## src/rtl/regwb_arbiter.sv

```systemverilog
// regwb_arbiter: arbitrates the regfile write port between pipeline writeback (port 0, fixed
// priority) and mul/div (port 1). Starvation guard enabled by `REGWB_ARBITER_STARVE_EN.
//   state  | meaning
//   NORM   | strict port-0 priority
//   FORCE1 | port 1 granted, port 0 refused for exactly one cycle
module regwb_arbiter #(
  parameter int DATA_W       = 64,
  parameter int STARVE_LIMIT = 4
) (
  input  logic              clk,
  input  logic              reset,
  input  logic              p0_valid,
  input  logic [4:0]        p0_addr,
  input  logic [DATA_W-1:0] p0_data,
  output logic              p0_ready,
  input  logic              p1_valid,
  input  logic [4:0]        p1_addr,
  input  logic [DATA_W-1:0] p1_data,
  output logic              p1_ready,
  output logic              wen,
  output logic [4:0]        wa,
  output logic [DATA_W-1:0] wd,
  output logic              wsrc
);

  logic              wen_q, wen_d;
  logic [4:0]        wa_q, wa_d;
  logic [DATA_W-1:0] wd_q, wd_d;
  logic              wsrc_q, wsrc_d;
  logic              p0_xfer, p1_xfer;

  if (STARVE_LIMIT < 1 || STARVE_LIMIT > 15) begin : g_bad_limit
    $error("regwb_arbiter: STARVE_LIMIT must be in 1..15");
  end

`ifdef REGWB_ARBITER_STARVE_EN
  typedef enum logic {NORM = 1'b0, FORCE1 = 1'b1} state_t;

  localparam logic [3:0] CNT_TC = 4'(STARVE_LIMIT - 1);

  state_t     state_q, state_d;
  logic [3:0] starve_cnt_q, starve_cnt_d;
  logic       p1_refused;

  assign p0_ready   = (state_q == NORM);
  assign p1_ready   = (state_q == FORCE1) | ~p0_valid;
  assign p1_refused = p1_valid & ~p1_ready;

  // Counter clears by default: on a port-1 grant, when idle, and on entry to FORCE1.
  always_comb begin
    state_d      = NORM;
    starve_cnt_d = '0;
    if (state_q == NORM && p1_refused) begin
      if (starve_cnt_q == CNT_TC) state_d = FORCE1;
      else starve_cnt_d = starve_cnt_q + 4'd1;
    end
  end

  always_ff @(posedge clk or negedge reset) begin
    if (!reset) begin
      state_q      <= NORM;
      starve_cnt_q <= '0;
    end else begin
      state_q      <= state_d;
      starve_cnt_q <= starve_cnt_d;
    end
  end
`else
  assign p0_ready = 1'b1;
  assign p1_ready = ~p0_valid;
`endif

  assign p0_xfer = p0_valid & p0_ready;
  assign p1_xfer = p1_valid & p1_ready & ~p0_xfer;

  // x0 writes are consumed but never raise wen.
  always_comb begin
    wen_d  = 1'b0;
    wa_d   = wa_q;
    wd_d   = wd_q;
    wsrc_d = wsrc_q;
    if (p0_xfer) begin
      wen_d  = (p0_addr != 5'd0);
      wa_d   = p0_addr;
      wd_d   = p0_data;
      wsrc_d = 1'b0;
    end else if (p1_xfer) begin
      wen_d  = (p1_addr != 5'd0);
      wa_d   = p1_addr;
      wd_d   = p1_data;
      wsrc_d = 1'b1;
    end
  end

  always_ff @(posedge clk or negedge reset) begin
    if (!reset) begin
      wen_q  <= 1'b0;
      wa_q   <= '0;
      wd_q   <= '0;
      wsrc_q <= 1'b0;
    end else begin
      wen_q  <= wen_d;
      wa_q   <= wa_d;
      wd_q   <= wd_d;
      wsrc_q <= wsrc_d;
    end
  end

  assign wen  = wen_q;
  assign wa   = wa_q;
  assign wd   = wd_q;
  assign wsrc = wsrc_q;

endmodule

```

## config.mk

```make
export PLATFORM = sky130hd
export DESIGN_NAME = regwb_arbiter
export DESIGN_NICKNAME = d
export VERILOG_FILES = /design/src/rtl/regwb_arbiter.sv
export SDC_FILE = /design/constraint.sdc
export NUM_CORES = 1
export LEC_CHECK = 0
export ABC_CLOCK_PERIOD_IN_PS = 1900
export BUFFER_PORTS_ARGS = -buffer_cell sky130_fd_sc_hd__buf_2
export CAP_MARGIN = 20
export CELL_PAD_IN_SITES_DETAIL_PLACEMENT = 0
export CELL_PAD_IN_SITES_GLOBAL_PLACEMENT = 1
export CORE_UTILIZATION = 32
export CTS_CLUSTER_SIZE = 8
export DETAILED_ROUTE_END_ITERATION = 6
export HOLD_SLACK_MARGIN = 0.06
export PLACE_DENSITY_LB_ADDON = 0.3
export RECOVER_POWER = 25
export SKIP_CTS_REPAIR_TIMING = 1
export SKIP_LAST_GASP = 1
export SYNTH_ARGS = -nofsm -noshare
export SYNTH_HDL_FRONTEND = slang
export SYNTH_SLANG_ARGS = --single-unit
```

## constraint.sdc

```tcl
create_clock -name clk -period 1.9 [get_ports clk]
set_clock_uncertainty 0.05 [all_clocks]
set_input_delay 0.38 -clock clk [delete_from_list [all_inputs] [get_ports clk]]
set_output_delay 0.38 -clock clk [all_outputs]
set_load 0.005 [all_outputs]
```

==> results.rst, run 1 <==
.. list-table::
   :header-rows: 1

   * - Metric
     - Value
   * - Result of the run
     - completed
   * - Top-Level Pins
     - 215
   * - Sequential area share after synthesis
     - 54.68%
   * - Count of TritonRoute iterations in the first routing pass
     - 4
   * - GP Congestion
     - 0.6982
   * - Routed Wire Length
     - 8605 um
   * - Initial antenna violation count
     - 0
   * - Type of element capturing the critical path
     - flop
   * - Hold Vio Cnt, Final
     - 0
   * - Mapped Area
     - 3249 um^2
   * - All-layer global routing usage
     - 15.89%
   * - Sink of the worst hold path
     - wd[45]
   * - Final HPWL from detailed placement
     - 6392 um
   * - MaxCap Viol Count
     - 0
   * - Slew Limit Headroom
     - 34.68%
   * - Part of the total power dissipated in the clock network
     - 34.4%
   * - Lkg Pwr
     - 2.520 nW
   * - Setup Total Neg Slack
     - 0 ns
   * - Int Pwr
     - 2.668 mW
   * - Number of inserted diodes
     - 0
   * - Avg Vias per Cell
     - 4.536
   * - Number of distinct library cell variants in the gate-level netlist after synthesis
     - 12
   * - Clock sinks
     - 71
   * - Pin count of the biggest net entering global routing
     - 77
   * - Reg clk slew, reported paths
     - 0.08 ns
   * - Clock Path Buffers
     - 2
   * - Iter 0 DRT Violations
     - 56
   * - End of the worst register-to-register path
     - wa[1]
   * - Starting utilization of the core area
     - 33.09%
   * - Power density relative to cell area
     - 774.3 nW/um^2
   * - Max Clock Freq
     - 689.2 MHz
   * - Clock root buffer
     - sky130_fd_sc_hd__clkbuf_8
   * - Vias in the first global route
     - 2658
   * - Max FO, Critical Path
     - 29
   * - Path type of the worst min-delay path
     - in2reg
   * - Wire length of the first global-routing pass
     - 12920 um
   * - Clock tree from TritonCTS
     - built
   * - Non-filler instance count after layout
     - 655
   * - Final routed wire length divided by cell count
     - 13.14 um
   * - RSZ-0062 raised after global routing
     - no
   * - Remaining Overflow, GRT
     - 0
   * - Tightest Pin Transition
     - 0.9798 ns
   * - Clock latency on the worst-skew pair
     - 0.33 ns
   * - Via count
     - 2971
   * - Syn Inst Count
     - 311
   * - Cell count after placement
     - 638
   * - Total CTS buffers
     - 9
   * - Worst hold path startpoint
     - p0_data[45]
   * - Worst path required time
     - 2.06 ns
   * - Startpoint type of the worst setup path
     - primary input
   * - Critical Setup Path Class
     - in2reg
   * - Total net switching power
     - 930.8 uW
   * - Area growth from synthesis to layout
     - 43.05%
   * - FF-to-FF setup slack
     - 1.10 ns
   * - Vertical extent of the die
     - 102.8 um
   * - Depth of the CTS H-tree
     - 3
   * - Number of warnings printed during yosys synthesis
     - 0
   * - Count of port buffers added during placement
     - 213
   * - Instance count along the most critical hold path
     - 3
   * - DRC
     - 0
   * - Number of synthesized register bits
     - 71
   * - RR Startpoint
     - wa[1]
   * - Fraction of final layout cells sized beyond drive strength 1
     - 44.64%
   * - Slew Limit Fails
     - 0
   * - Time the worst path needs with I/O delays and setup
     - 1.451 ns
   * - Final period util
     - 76.37%
   * - VDD IR max
     - 0.3197 mV
   * - Die boundary width
     - 102.8 um
   * - Remaining antenna violation count
     - 0
   * - R2R depth
     - 2
   * - Crit path DAT
     - 1.61 ns
   * - Fraction of power spent switching nets
     - 25.86%
   * - Fraction of power consumed by combinational cells
     - 18.0%
   * - Setup-violating endpoint count in the final report
     - 0
   * - Placeable Area
     - 9819 um^2
   * - Part of the power in registers
     - 47.6%
   * - Die area
     - 10560 um^2
   * - Total nets after synthesis
     - 453
   * - Mean instance size in the synthesized netlist
     - 10.45 um^2
   * - Floorplan row count
     - 36
   * - Count of nets after finishing
     - 659
how the worst max path moves through the flow:
stage | start | to | slack [ns] | depth (start not counted)
6_report | p1_valid | wd[22] | 0.45 | 4
5_1_grt | p1_valid | wd[57] | 0.37 | 4
3_3_place_gp | p1_addr[1] | wen | 0.49 | 4
2_1_floorplan | p1_addr[1] | wen | 0.66 | 3
3_5_place_dp | p1_addr[1] | wen | 0.47 | 4
4_1_cts | p0_valid | p1_ready | 0.51 | 3
sequential cells by signal, indices dropped and copies added (netlist names):
signal / count
wa: 5
wd: 64
wsrc: 1
wen: 1
Yosys cell counts:
| master | count | area share [%] |
|---|---|---|
| sky130_fd_sc_hd__inv_1 | 1 | 0.12 |
| sky130_fd_sc_hd__nor2_1 | 2 | 0.23 |
| sky130_fd_sc_hd__mux2i_1 | 69 | 21 |
| sky130_fd_sc_hd__conb_1 | 1 | 0.12 |
| sky130_fd_sc_hd__o21ai_1 | 71 | 11 |
| sky130_fd_sc_hd__or4_1 | 2 | 0.46 |
| sky130_fd_sc_hd__nand2_1 | 69 | 8.0 |
| sky130_fd_sc_hd__buf_4 | 8 | 1.8 |
| sky130_fd_sc_hd__buf_2 | 10 | 1.5 |
| sky130_fd_sc_hd__dfrtp_1 | 71 | 55 |
| sky130_fd_sc_hd__o21ai_0 | 1 | 0.15 |
| sky130_fd_sc_hd__clkbuf_1 | 6 | 0.69 |
per-stage QoR:
stage                     worst slack, ns  util [%]  power (mW)  area, um^2  hold slack [ns]
after global placement             0.4915     45.39       2.410        4457           0.3228
after global routing               0.3657     47.34       3.820        4648           0.1778
final                              0.4489     47.34       3.599        4648           0.1939
after detailed placement           0.4743     45.39       2.421        4457           0.3278
after CTS                          0.5110     47.52       3.689        4666         -0.05184
after floorplan                    0.6577         -       2.040        3249          0.03441
worst max-delay path, stage by stage:
cell and delay [ns]:
sky130_fd_sc_hd__clkbuf_4 0.11, sky130_fd_sc_hd__clkbuf_2 0.74, sky130_fd_sc_hd__mux2i_1 0.27, sky130_fd_sc_hd__o21ai_0 0.11
cell families (layout without fill, tap and decap cells):
logic type / after synthesis / in the layout / share of synthesized area (%)
buffers and inverters: 25 / 236 / 4.197
multiplexers: 69 / 69 / 21.26
AO/OA/AOI/OAI: 72 / 72 / 11.09
AND/OR/NAND/NOR: 73 / 73 / 8.664
flip-flops: 71 / 71 / 54.68
other: 1 / 1 / 0.1154
final cells by class:
cell class	instances	area (um^2)
fill	1015	5171
tap	133	166.4
clock buffer	12	155.1
multi-input combinational	215	1336
clock inverter	4	53.80
timing repair buffer	219	1156
sequential	71	1777
inverter	1	3.754
power by group through the flow:
stage	registers, mW	clock network [mW]	logic [mW]
global placement	1.74	0	0.668
CTS	1.72	1.29	0.679
global route	1.73	1.35	0.734
detailed placement	1.74	0	0.680
floorplan	1.76	0	0.280
finish	1.71	1.24	0.648
layout by cell type (no fill, tap or decap):
master,count
sky130_fd_sc_hd__nand2_1,69
sky130_fd_sc_hd__inv_1,1
sky130_fd_sc_hd__bufinv_16,1
sky130_fd_sc_hd__dlygate4sd3_1,1
sky130_fd_sc_hd__buf_2,210
sky130_fd_sc_hd__clkbuf_8,11
sky130_fd_sc_hd__conb_1,1
sky130_fd_sc_hd__clkbuf_2,1
sky130_fd_sc_hd__clkbuf_4,2
sky130_fd_sc_hd__clkbuf_1,1
sky130_fd_sc_hd__nor2_1,2
sky130_fd_sc_hd__mux2i_1,69
sky130_fd_sc_hd__clkinvlp_4,2
sky130_fd_sc_hd__or4_1,2
sky130_fd_sc_hd__o21ai_0,35
sky130_fd_sc_hd__o21ai_1,37
sky130_fd_sc_hd__clkinv_4,1
sky130_fd_sc_hd__buf_4,2
sky130_fd_sc_hd__buf_12,3
sky130_fd_sc_hd__dfrtp_1,71
metal layers:
layer	part of all wire, %	track usage (%)	vias up
met2	47	25.33	125
met1	43	20.38	1351
met5	0	0	-
li1	-	-	1483
met4	1.5	6.934	0
met3	8.3	4.136	12
(Power assumes the default switching activity.)
==> run 2: changes to the inputs <==
- ABC_CLOCK_PERIOD_IN_PS: 1900 -> 1370
- CORE_UTILIZATION: 32 -> 30
- clock period: 1.9 -> 1.37 ns (I/O delays scaled with it)
==> run 2 against run 1 <==
Net effect: routed wire length increased by 2.0%; highest routed layer unchanged; largest cell class unchanged; worst hold slack worse by 0.099 ns; first-iteration DRC count increased by 66%; worst setup slack got worse by 0.29 ns.
==> results.rst, run 2 (same netlist as run 1, synthesis figures left out) <==
.. list-table::
   :header-rows: 1

   * - Metric
     - Value
   * - Startpoint type of the worst setup path
     - primary input
   * - Final core utilization
     - 44.96% (-2.4 points)
   * - Part of the total power dissipated in the clock network
     - 34.9% (+0.5 points)
   * - Clock root buffer
     - sky130_fd_sc_hd__clkbuf_8
   * - Die area
     - 11250 um^2 (+6.5%)
   * - Final HPWL from detailed placement
     - 6504 um (+1.8%)
   * - Vias in the first global route
     - 3031 (+14%)
   * - Remaining Overflow, GRT
     - 0 (unchanged)
   * - Initial antenna violation count
     - 0 (unchanged)
   * - Max Clock Freq
     - 828.8 MHz
   * - MaxCap Viol Count
     - 0 (unchanged)
   * - Final hold slack
     - 0.09527 ns (-0.09862 ns)
   * - Slew Limit Headroom
     - 64.32% (+30 points)
   * - Count of TritonRoute iterations in the first routing pass
     - 4 (unchanged)
   * - Design Area, Final
     - 4683 um^2 (+0.75%)
   * - Tightest Pin Transition
     - 0.5351 ns (-0.4446 ns)
   * - Clock latency on the worst-skew pair
     - 0.32 ns (about the same)
   * - Total CTS buffers
     - 9 (unchanged)
   * - Reg clk slew, reported paths
     - 0.07 ns (about the same)
   * - Clock tree from TritonCTS
     - built
   * - Timing startpoint of the critical path
     - p1_valid
   * - Iter 0 DRT Violations
     - 93 (+66%)
   * - Leading cell type in the layout, fill and taps excluded
     - sky130_fd_sc_hd__buf_2
   * - Fraction of final layout cells sized beyond drive strength 1
     - 44.78% (+0.15 points)
   * - DRC
     - 0 (unchanged)
   * - Slew Limit Fails
     - 0 (unchanged)
   * - Lkg Pwr
     - 2.549 nW (+1.1%)
   * - Area growth from synthesis to layout
     - 44.13%
   * - Count of port buffers added during placement
     - 213 (unchanged)
   * - Fraction of power spent switching nets
     - 25.08% (-0.78 points)
   * - Part of the power in registers
     - 47.2% (-0.4 points)
   * - Top-Level Pins
     - 215 (unchanged)
   * - Time the worst path needs with I/O delays and setup
     - 1.207 ns
   * - End of the worst register-to-register path
     - wd[8]
   * - Flip-flop count of the largest register after layout
     - 64 (unchanged)
   * - Die boundary width
     - 106.1 um (+3.2%)
   * - Path type of the worst min-delay path
     - in2reg
   * - Setup Total Neg Slack
     - 0 ns (unchanged)
   * - Final period util
     - 88.07%
   * - Int Pwr
     - 3.783 mW (+42%)
   * - Avg Vias per Cell
     - 4.554 (+0.39%)
   * - Clock Path Buffers
     - 2 (unchanged)
   * - Clock sinks
     - 71 (unchanged)
   * - All-layer global routing usage
     - 16.01% (+0.12 points)
   * - RSZ-0062 raised after global routing
     - no
   * - Placeable Area
     - 10420 um^2 (+6.1%)
   * - Critical Setup Path Class
     - in2reg
   * - Hold Vio Cnt, Final
     - 0 (unchanged)
   * - Routed Wire Length
     - 8781 um (+2.0%)
   * - Result of the run
     - completed
   * - Wire length of the first global-routing pass
     - 14150 um (+9.5%)
   * - Count of nets after finishing
     - 664 (+0.76%)
   * - Fraction of power consumed by combinational cells
     - 17.8% (-0.2 points)
   * - Vertical extent of the die
     - 106.1 um (+3.2%)
   * - Crit path DAT
     - 1.36 ns (-0.25 ns)
   * - Worst path required time
     - 1.53 ns (-0.53 ns)
   * - Number of inserted diodes
     - 0 (unchanged)
   * - Total net switching power
     - 1.266 mW (+36%)
   * - RR Startpoint
     - wd[8]
   * - Setup-violating endpoint count in the final report
     - 0 (unchanged)
   * - Via count
     - 3019 (+1.6%)
   * - Type of element capturing the critical path
     - flop
   * - Remaining antenna violation count
     - 0 (unchanged)
   * - FF-to-FF setup slack
     - 0.58 ns (-0.52 ns)
   * - Critical path destination
     - wd[8]
   * - Starting utilization of the core area
     - 31.20% (-1.9 points)
   * - Pin count of the biggest net entering global routing
     - 72 (-6.5%)
   * - GP Congestion
     - 0.7304 (+4.6%)
   * - VDD IR max
     - 0.4565 mV (+43%)
   * - Post-detailed-placement cell area
     - 4498 um^2 (+0.93%)
   * - Max FO, Critical Path
     - 28 (-3.4%)
   * - Power density relative to cell area
     - 1078 nW/um^2 (+39%)
   * - Depth of the CTS H-tree
     - 3 (unchanged)
   * - Floorplan row count
     - 37 (+2.8%)
   * - Final routed wire length divided by cell count
     - 13.24 um (+0.81%)
   * - Commonest cells after routing, fill and taps aside
     - sky130_fd_sc_hd__buf_2, sky130_fd_sc_hd__dfrtp_1, sky130_fd_sc_hd__mux2i_1, sky130_fd_sc_hd__nand2_1, sky130_fd_sc_hd__o21ai_0
   * - R2R depth
     - 2 (unchanged)
==> run 2: worst min-delay path by stage <==
stage                    start  endpoint  slack (ns)  cells past startpoint
global placement         reset    wd[22]        0.27                      2
detailed placement       reset    wd[22]        0.27                      2
global route        p0_data[6]     wd[6]        0.07                      3
CTS                      reset    wd[22]       -0.11                      2
finish              p0_data[0]     wd[0]         0.1                      3
floorplan                reset     wa[0]       -0.07                      0
==> run 2: cell type report <==
type,instances,area [um^2]
multi-input cells,215,1336
inverters,1,3.754
repair buffers,224,1191
clock buffers,12,135.1
flip-flops and latches,71,1777
fillers,1068,5733
well taps,136,170.2
clock inverters,4,70.07
==> run 2: worst max-delay path, stage by stage <==
cell,delay (ns)
sky130_fd_sc_hd__clkbuf_2,0.20
sky130_fd_sc_hd__clkbuf_4,0.52
sky130_fd_sc_hd__mux2i_1,0.24
sky130_fd_sc_hd__o21ai_0,0.10
==> run 2: metal layers <==
layer  part of all wire (%)  GRT usage (%)  wire length, um
met1                     43          19.76             3775
met2                     47          26.10             4088
met3                     10          5.702              874
met4                   0.49          5.060               43
met5                      0              0                0
==> run 2: power by group through the flow <==
stage               Sequential [mW]  Clock (mW)  Combinational [mW]
finish                         2.38        1.76               0.900
global route                   2.41        1.95                1.02
CTS                            2.39        1.85               0.953
detailed placement             2.42           0               0.955
global placement               2.42           0               0.943
floorplan                      2.44           0               0.388
==> run 2: per-stage QoR <==
stage,power [mW],cells,worst slack [ns]
after floorplan,2.829,311,0.2337
after global placement,3.363,646,0.08345
after detailed placement,3.377,646,0.1031
after CTS,5.193,662,0.1390
after global routing,5.383,663,0.1153
final,5.049,663,0.1635
==> run 3: changes to the inputs <==
- CORE_UTILIZATION: 30 -> 31
- CTS_BUF_LIST: unset -> sky130_fd_sc_hd__clkbuf_4
==> run 3 against run 2 <==
Net effect: global-route usage increased by 0.46 points; die area decreased by 3.2%; combinational power increased by 22%; via count increased by 8.6%; core utilization increased by 7.7 points.
==> results.rst, run 3 (same netlist as run 1, synthesis figures left out) <==
.. list-table::
   :header-rows: 1

   * - Metric
     - Value
   * - Clock root buffer
     - sky130_fd_sc_hd__clkbuf_4
   * - Remaining Overflow, GRT
     - 0 (unchanged)
   * - Starting utilization of the core area
     - 31.76% (+0.56 points)
   * - Buffering stage count on the worst path with inverters included
     - 3 (+1)
   * - Via count
     - 3280 (+8.6%)
   * - Leading cell type in the layout, fill and taps excluded
     - sky130_fd_sc_hd__buf_2
   * - Setup Total Neg Slack
     - 0 ns (unchanged)
   * - Clock sinks
     - 71 (unchanged)
   * - Count of TritonRoute iterations in the first routing pass
     - 4 (unchanged)
   * - Initial antenna violation count
     - 1 (+1)
   * - Top-Level Pins
     - 215 (unchanged)
   * - Vertical extent of the die
     - 104.4 um (-1.6%)
   * - Routed Wire Length
     - 9431 um (+7.4%)
   * - Slew Limit Headroom
     - 57.03% (-7.3 points)
   * - Commonest cells after routing, fill and taps aside
     - sky130_fd_sc_hd__buf_2, sky130_fd_sc_hd__dlygate4sd3_1, sky130_fd_sc_hd__dfrtp_1
   * - MaxCap Viol Count
     - 0 (unchanged)
   * - Max FO, Critical Path
     - 1 (-96%)
   * - Remaining antenna violation count
     - 0 (unchanged)
   * - Timing startpoint of the critical path
     - p0_data[29]
   * - Slew Limit Fails
     - 0 (unchanged)
   * - Vias in the first global route
     - 2891 (-4.6%)
   * - Setup-violating endpoint count in the final report
     - 0 (unchanged)
   * - Count of nets after finishing
     - 737 (+11%)
   * - Tightest Pin Transition
     - 0.6445 ns (+0.1093 ns)
   * - R2R depth
     - 3 (+1)
   * - Final period util
     - 97.48% (+9.4 points)
   * - Die boundary width
     - 104.4 um (-1.6%)
   * - Worst hold path startpoint
     - p0_addr[3]
   * - Area growth from synthesis to layout
     - 65.96%
   * - End of the worst register-to-register path
     - wd[29]
   * - Delay of the slowest critical-path stage
     - 0.56 ns (+0.04 ns)
   * - Count of port buffers added during placement
     - 213 (unchanged)
   * - Lkg Pwr
     - 2.842 nW (+11%)
   * - Final routed wire length divided by cell count
     - 12.80 um (-3.4%)
   * - Clock tree from TritonCTS
     - built
   * - Wire length of the first global-routing pass
     - 14150 um (about the same)
   * - Worst path required time
     - 1.63 ns (+0.10 ns)
   * - Time the worst path needs with I/O delays and setup
     - 1.335 ns (+0.1290 ns)
   * - Floorplan row count
     - 37 (unchanged)
   * - Final HPWL from detailed placement
     - 6502 um (about the same)
   * - DRC
     - 0 (unchanged)
   * - Crit path DAT
     - 1.59 ns (+0.23 ns)
   * - Slowest cell on the critical path
     - sky130_fd_sc_hd__dlygate4sd3_1
   * - Cells along the critical path
     - dlygate4sd3_1, buf_2, nand2_1, o21ai_1, dlygate4sd3_1
   * - Result of the run
     - completed
   * - Clock Path Buffers
     - 2 (unchanged)
   * - Path type of the worst min-delay path
     - in2reg
   * - Depth of the CTS H-tree
     - 3 (unchanged)
   * - Power density relative to cell area
     - 916.8 nW/um^2 (-15%)
   * - RSZ-0062 raised after global routing
     - no
   * - Total CTS buffers
     - 9 (unchanged)
   * - Pre-CTS worst setup slack
     - 0.02870 ns (-0.07436 ns)
   * - Critical Setup Path Class
     - in2reg
   * - VDD IR max
     - 0.4456 mV (-2.4%)
   * - Cell family contributing the most delay on the critical path
     - buffers and inverters
   * - Flip-flop count of the largest register after layout
     - 64 (unchanged)
   * - Fraction of final layout cells sized beyond drive strength 1
     - 40.00% (-4.8 points)
   * - Reg clk slew, reported paths
     - 0.12 ns (+0.05 ns)
   * - Sink of the worst hold path
     - wa[3]
   * - Hold Vio Cnt, Final
     - 0 (unchanged)
   * - GP Congestion
     - 0.7719 (+5.7%)
   * - Avg Vias per Cell
     - 4.450 (-2.3%)
   * - Instance count along the most critical hold path
     - 3 (unchanged)
   * - Pin count of the biggest net entering global routing
     - 72 (unchanged)
   * - RR Startpoint
     - wd[29]
   * - PnR worst setup slack
     - 0.03450 ns (-0.1290 ns)
   * - Startpoint type of the worst setup path
     - primary input
   * - Max Clock Freq
     - 748.8 MHz (-9.7%)
   * - FF-to-FF setup slack
     - 0.07 ns (-0.51 ns)
   * - Type of element capturing the critical path
     - flop
   * - Most numerous cell on the critical path
     - sky130_fd_sc_hd__dlygate4sd3_1
   * - Iter 0 DRT Violations
     - 142 (+53%)
   * - Die area
     - 10900 um^2 (-3.2%)
   * - Placeable Area
     - 10230 um^2 (-1.8%)
   * - All-layer global routing usage
     - 16.47% (+0.46 points)
   * - Clock latency on the worst-skew pair
     - 0.41 ns (+0.09 ns)
==> run 3: cell count changes in the layout (fill, tap and decap cells not counted), moves of 3 or more <==
| cell | before | now |
|---|---|---|
| sky130_fd_sc_hd__clkbuf_4 | 2 | 10 |
| sky130_fd_sc_hd__dlygate4sd3_1 | 1 | 71 |
| sky130_fd_sc_hd__buf_4 | 6 | 9 |
| sky130_fd_sc_hd__o21ai_1 | 25 | 52 |
| sky130_fd_sc_hd__clkbuf_1 | 3 | 0 |
| sky130_fd_sc_hd__o21ai_0 | 47 | 20 |
| sky130_fd_sc_hd__clkbuf_8 | 9 | 0 |
==> run 3: routing by layer <==
metal	part of all wire, %	GRT usage (%)
met5	0	0
met4	1.3	7.245
met3	5.6	4.449
met2	51	26.87
met1	42	20.32
==> run 3: stage by stage <==
| step | hold WS [ns] | std cells | instance area, um^2 | power (mW) | util, % |
|---|---|---|---|---|---|
| after CTS | -0.2110 | 665 | 4688 | 4.875 | 45.82 |
| after global placement | 0.2689 | 649 | 4533 | 3.369 | 44.31 |
| after global routing | 0.06733 | 737 | 5393 | 5.238 | 52.71 |
| after detailed placement | 0.2689 | 649 | 4533 | 3.379 | 44.31 |
| final | 0.06127 | 737 | 5393 | 4.944 | 52.71 |
| after floorplan | -0.07159 | 311 | 3249 | 2.829 | - |
==> run 3: worst register-to-register path, cell delays in order, from the launching register on <==
cell,delay (ns)
sky130_fd_sc_hd__dfrtp_1,0.40
sky130_fd_sc_hd__mux2i_1,0.13
sky130_fd_sc_hd__o21ai_1,0.07
sky130_fd_sc_hd__dlygate4sd3_1,0.56
==> run 3: layout make-up <==
type,instances,area (um^2)
sequential,71,1777
clock inverter,7,87.58
clock buffer,9,67.56
fill,997,4838
inverter,1,3.754
multi-input combinational,215,1336
timing repair buffer,297,1948
antenna,1,2.502
tap,136,170.2
==> run 3: how the worst max path moves through the flow <==
stage	endpoint	slack, ns	depth (start not counted)
after CTS	wa[0]	0.05	1
after global placement	wen	0.04	4
final	wd[29]	0.03	5
after detailed placement	wen	0.03	4
after global routing	wd[38]	0.01	3
after floorplan	wen	0.23	3
==> run 3: power by group <==
part	leakage (nW)	internal [mW]	switching, mW	total (mW)
sequential	0.856	2.29	0.0958	2.38
clock	0.0770	0.725	0.743	1.47
combinational	1.91	0.625	0.470	1.10
total	2.84	3.64	1.31	4.94
